==> src/rtl/cp0_sys_ctrl.sv <==
// CP0 system control block: BadVAddr/Count/Compare/Status/Cause/EPC with a Count
// prescaler, per-line interrupt synchronisers and nested-exception handling.
module cp0_sys_ctrl #(
  parameter int N_HW_INT    = 6,
  parameter int TICK_DIV    = 2,
  parameter int SYNC_STAGES = 2
) (
  input  logic                clk,
  input  logic                rst,
  input  logic                wr_en,
  input  logic [7:0]          addr,
  input  logic [31:0]         wdata,
  output logic [31:0]         rdata,
  input  logic                exc_valid,
  input  logic [4:0]          exc_code,
  input  logic                exc_bd,
  input  logic [31:0]         exc_pc,
  input  logic [31:0]         exc_badvaddr,
  input  logic                eret,
  input  logic [N_HW_INT-1:0] hw_int,
  output logic [31:0]         epc_out,
  output logic                exl_out,
  output logic                int_req
);

  localparam logic [3:0] PRE_MAX = 4'(TICK_DIV - 1);

  logic [31:0]         badvaddr_r;
  logic [31:0]         count_r;
  logic [31:0]         compare_r;
  logic [31:0]         epc_r;
  logic [7:0]          im_r;
  logic                exl_r;
  logic                ie_r;
  logic                bd_r;
  logic                ti_r;
  logic [5:0]          ip_hw_r;
  logic [1:0]          ip_sw_r;
  logic [4:0]          exc_code_r;
  logic [3:0]          pre_r;
  logic [N_HW_INT-1:0] sync_r [SYNC_STAGES];

  logic [5:0]  s_int_s;
  logic [7:0]  ip_s;
  logic [31:0] status_s;
  logic [31:0] cause_s;
  logic        wr_count_s;
  logic        wr_compare_s;
  logic        wr_status_s;
  logic        wr_cause_s;
  logic        wr_epc_s;

  assign wr_count_s   = wr_en && (addr == 8'h48);
  assign wr_compare_s = wr_en && (addr == 8'h58);
  assign wr_status_s  = wr_en && (addr == 8'h60);
  assign wr_cause_s   = wr_en && (addr == 8'h68);
  assign wr_epc_s     = wr_en && (addr == 8'h70);

  // Widen the synchronised lines to six bits; missing lines read as zero
  always_comb begin
    s_int_s = 6'd0;
    for (int i = 0; i < N_HW_INT; i++) begin
      s_int_s[i] = sync_r[SYNC_STAGES-1][i];
    end
  end

  // TI is folded into IP[15] directly so a Compare write drops int_req at once
  assign ip_s     = {ti_r | ip_hw_r[5], ip_hw_r[4:0], ip_sw_r};
  assign status_s = {9'd0, 1'b1, 6'd0, im_r, 6'd0, exl_r, ie_r};
  assign cause_s  = {bd_r, ti_r, 14'd0, ip_s, 1'b0, exc_code_r, 2'b00};

  // MFC0 read mux
  always_comb begin
    case (addr)
      8'h40:   rdata = badvaddr_r;
      8'h48:   rdata = count_r;
      8'h58:   rdata = compare_r;
      8'h60:   rdata = status_s;
      8'h68:   rdata = cause_s;
      8'h70:   rdata = epc_r;
      default: rdata = 32'd0;
    endcase
  end

  // Interrupt input synchroniser chains
  always_ff @(posedge clk) begin
    if (!rst) begin
      for (int s = 0; s < SYNC_STAGES; s++) begin
        sync_r[s] <= '0;
      end
    end else begin
      sync_r[0] <= hw_int;
      for (int s = 1; s < SYNC_STAGES; s++) begin
        sync_r[s] <= sync_r[s-1];
      end
    end
  end

  // Prescaled Count and sticky Compare-match flag
  always_ff @(posedge clk) begin
    if (!rst) begin
      count_r   <= 32'd0;
      pre_r     <= 4'd0;
      compare_r <= 32'd0;
      ti_r      <= 1'b0;
    end else begin
      if (wr_count_s) begin
        count_r <= wdata;
        pre_r   <= 4'd0;
      end else if (pre_r == PRE_MAX) begin
        count_r <= count_r + 32'd1;
        pre_r   <= 4'd0;
      end else begin
        pre_r   <= pre_r + 4'd1;
      end
      if (wr_compare_s) begin
        compare_r <= wdata;
        ti_r      <= 1'b0;
      end else if (count_r == compare_r) begin
        ti_r      <= 1'b1;
      end
    end
  end

  // Status, Cause, EPC and BadVAddr; exceptions outrank ERET and MTC0
  always_ff @(posedge clk) begin
    if (!rst) begin
      badvaddr_r <= 32'd0;
      epc_r      <= 32'd0;
      im_r       <= 8'd0;
      exl_r      <= 1'b0;
      ie_r       <= 1'b0;
      bd_r       <= 1'b0;
      ip_hw_r    <= 6'd0;
      ip_sw_r    <= 2'd0;
      exc_code_r <= 5'd0;
    end else begin
      ip_hw_r <= s_int_s;
      if (wr_status_s) begin
        im_r <= wdata[15:8];
        ie_r <= wdata[0];
      end
      if (exc_valid) begin
        exl_r <= 1'b1;
      end else if (eret) begin
        exl_r <= 1'b0;
      end else if (wr_status_s) begin
        exl_r <= wdata[1];
      end
      if (wr_cause_s) begin
        ip_sw_r <= wdata[9:8];
      end
      if (exc_valid) begin
        exc_code_r <= exc_code;
        // A nested exception keeps the original return point
        if (!exl_r) begin
          epc_r <= exc_bd ? (exc_pc - 32'd4) : exc_pc;
          bd_r  <= exc_bd;
        end
        if ((exc_code == 5'd4) || (exc_code == 5'd5)) begin
          badvaddr_r <= exc_badvaddr;
        end
      end else if (wr_epc_s) begin
        epc_r <= wdata;
      end
    end
  end

  assign epc_out = epc_r;
  assign exl_out = exl_r;
  assign int_req = (|(ip_s & im_r)) & ie_r & ~exl_r;

endmodule

==> config.mk <==
export PLATFORM = sky130hd
export DESIGN_NAME = cp0_sys_ctrl
export DESIGN_NICKNAME = d
export VERILOG_FILES = /design/src/rtl/cp0_sys_ctrl.sv
export SDC_FILE = /design/constraint.sdc
export NUM_CORES = 1
export LEC_CHECK = 0
export CAP_MARGIN = 20
export CORE_ASPECT_RATIO = 0.9
export CORE_MARGIN = 8
export CORE_UTILIZATION = 40
export DETAILED_ROUTE_END_ITERATION = 16
export PLACE_DENSITY = 0.65
export SLEW_MARGIN = 20
export SYNTH_ARGS = -nofsm -noshare
export SYNTH_HDL_FRONTEND = slang
export SYNTH_SLANG_ARGS = --single-unit
==> constraint.sdc <==
create_clock -name clk -period 5.2 [get_ports clk]
set_clock_uncertainty 0.2 [all_clocks]
set_input_delay 1.04 -clock clk [delete_from_list [all_inputs] [get_ports clk]]
set_output_delay 1.04 -clock clk [all_outputs]
set_load 0.02 [all_outputs]
==> results.py <==
metrics = {
    "status": {
        "status": "complete, no violations",
    },
    "pwr": {
        "leakage_nw": 3.75,
        "powerDensity_nw_per_um2": 264,
        "ir_drop_v": 0.000158,
    },
    "critical_path": {
        "r2r_setup_slack_ns": 2.40,
        "critPathBufInv": 2,
        "start_kind": "primary input",
        "path_depth": 7,
        "required_ns": 3.96,
        "crit_path_top_delay_cell": "clkdlybuf4s50_1",
        "critPathMostFrequentCell": "clkdlybuf4s50_1",
        "cp.arrival_ns": 3.89,
        "r2r_start": "pre_r[0]",
        "cp_top_family": "simple AND/OR/NAND/NOR gates",
        "critPathKind": "primary input to output pin",
        "crit_fanout": 7,
        "endpoint_kind": "output pin",
        "crit_path_end": "rdata[2]",
        "cp_cell_sequence": "clkdlybuf4s50_1, or4b_4, or2_1, or2_2, a2bb2oi_1, o21ai_0, clkdlybuf4s50_1",
        "cp-startpoint": "addr[0]",
        "r2r_end": "count_r[24]",
        "critPathMaxStageDelay_ns": 0.71,
        "reg2reg_depth": 6,
    },
    "placement": {
        "gp_congestion": 0.969,
        "place_ws_ns": 0.120,
        "dp_hpwl_um": 27000,
        "portBuffers": 186,
        "place_inst": 1547,
    },
    "finish": {
        "multiInputGateArea_um2": 5150,
        "final_common_cell": "nand2_1",
        "nFillCells": 2164,
        "final_cells": 1582,
        "final_cell_mix": "nand2_1 (192), clkdlybuf4s50_1 (184), dfxtp_1 (169)",
        "register_area_um2": 3380,
        "area_growth_pct": 29.9,
        "final_nets": 1394,
        "drive_above_1_share": 0.0733,
    },
    "timing": {
        "hold_slack_ns": 0.235,
        "fmax_ghz": 0.195,
        "rsz0062_at_grt": "no",
        "drv_slew": 0,
        "period_needed_ns": 5.13,
        "layout_setup_ws_ns": 0.0742,
        "hold_violations": 0,
        "relSlewSlack": 0.249,
        "finalSetupViolCount": 0,
        "min_period_over_period": 0.986,
        "setup_tns_ns": 0,
        "worstMarginPinSlew_ns": 1.13,
    },
    "cts": {
        "cts_hold_buf": 0,
        "cts_resized": 0,
        "cts-root-buf": "clkbuf_16",
        "cts_setup_buffers": 0,
        "cts_buffer_depth": 2,
        "clock_latency_ns": 0.44,
        "cts_inserted_buffers": 17,
        "h-tree-depth": 4,
        "cts.clk_slew.worst_paths_ns": 0.08,
        "cts_sinks": 169,
        "cts_tree": "built",
    },
    "grt": {
        "antenna_found_initial": 3,
        "grt_pass1_vias": 8582,
        "grt_start_max_net_pins": 66,
        "grt_usage": 0.248,
        "grt_first_pass_wirelength_um": 52100,
        "grt_remaining_overflow": 0,
    },
    "synth": {
        "synth_warnings": 0,
        "ys_types": 60,
        "synth-edff-count": 0,
        "synth.avg_cell_area_um2": 7.93,
        "yosysSeqAreaShare": 0.378,
        "netlist.area_leader.share": 0.378,
        "synth_seq_cells": 169,
        "synth_cells": 1127,
        "synthFlopType": "dfxtp_1",
        "synth_top_cell_by_area": "dfxtp_1",
        "syn_nets": 1252,
        "synth.top_cells.by_area": "dfxtp_1 (38%), nand2_1 (8.1%), xnor2_1 (6.8%)",
        "synthArstFlopShare": 0,
        "synth_area_um2": 8940,
    },
    "detailed_routing": {
        "drc": 0,
        "routedWlPerCell_um": 22.0,
        "vias_per_cell": 5.75,
        "drt_pass1_iterations": 5,
        "num_vias": 9093,
        "ant_nets": 0,
        "wl_um": 34900,
        "drt-initial-drc-count": 1016,
    },
    "floorplanning": {
        "io_pins": 187,
        "fp.dieArea_um2": 27400,
        "rows": 52,
        "chipHeight_um": 158,
        "coreArea_um2": 22300,
        "start_util": 0.402,
        "die_w_um": 174,
    },
    "run": {
        "max_cap_violations": 0,
    },
    "worst_hold_path": {
        "hold_path_class": "flop to flop",
        "hold_depth": 1,
    },
}
-- through the flow --
step                      power (W)  utilization  area, um^2
after floorplan             0.00157            -        8940
after global placement      0.00181        0.495       11000
after detailed placement    0.00181        0.495       11000
after CTS                   0.00306        0.522       11600
after global routing        0.00316        0.522       11600
final                       0.00306        0.522       11600
-- area by class of cell --
type	instances	area share
Multi-Input combinational cell	855	0.444
Sequential cell	169	0.291
Clock buffer	17	0.0366
Timing Repair Buffer	213	0.177
Inverter	13	0.00431
Clock inverter	15	0.0144
Tap cell	297	0.0320
Antenna cell	3	0.000646
-- per-layer routing --
layer | up-vias | global-route usage | wire length (um)
li1 | 4307 | - | -
met1 | 4278 | 0.342 | 15400
met2 | 459 | 0.374 | 15300
met3 | 49 | 0.0579 | 3350
met4 | 0 | 0.0838 | 891
met5 | - | 0 | 0
-- worst min-delay path by stage --
| stage | from | end | slack, ns |
|---|---|---|---|
| after global placement | sync_r[1][0] | ip_hw_r[0] | 0.21 |
| after floorplan | sync_r[1][0] | ip_hw_r[0] | 0.21 |
| after CTS | sync_r[1][1] | ip_hw_r[1] | 0.24 |
| final | sync_r[1][1] | ip_hw_r[1] | 0.23 |
| after detailed placement | sync_r[1][1] | ip_hw_r[1] | 0.22 |
| after global routing | sync_r[1][0] | ip_hw_r[0] | 0.25 |
-- sequential cells by signal (all words and copies together), names as in the netlist --
name        count
pre_r           4
count_r        32
ip_sw_r         2
ie_r            1
epc_out        32
exc_code_r      5
im_r            8
ip_hw_r         6
bd_r            1
compare_r      32
sync_r         12
badvaddr_r     32
exl_out         1
ti_r            1
-- cells in the mapped netlist (3+ instances only) --
master,n
nand2_1,192
dfxtp_1,169
a21oi_1,120
clkbuf_1,70
xnor2_1,69
o21ai_0,60
nor2_1,55
a22oi_1,45
mux2i_1,37
nand3_1,31
nand4_1,27
nor3_1,21
and2_1,20
nor4_1,19
and3_1,15
xor2_1,15
buf_2,12
inv_1,12
o22ai_1,11
a211oi_2,10
a2bb2oi_1,7
or3_1,7
o211ai_1,6
a211oi_1,5
a311oi_1,5
a31o_2,5
and4_1,5
buf_1,5
o21ai_1,5
o31a_1,5
a221oi_1,4
a31oi_1,4
ha_1,4
nand2b_1,4
nand3b_1,4
nand4b_1,4
or2_2,4
buf_6,3
nor4b_1,3
nor4bb_1,3
-- where the power goes --
part	switching (W)	internal, W
logic	0.000217	0.000192
clock network	0.000624	0.000648
registers	0.0000497	0.00133
-- cells by family (layout without fill, tap and decap cells) --
logic type / after synthesis / in the layout / share of synthesized area
flip-flops: 169 / 169 / 0.378
AND/OR/NAND/NOR: 428 / 428 / 0.234
XOR/XNOR: 84 / 84 / 0.0823
adder cells (fa/ha/maj): 4 / 4 / 0.00560
multiplexers: 39 / 39 / 0.0439
AO/OA/AOI/OAI: 300 / 300 / 0.208
other: 0 / 3 / 0
buffers and inverters: 103 / 258 / 0.0474
No activity file was read; power rests on OpenSTA's default activity.
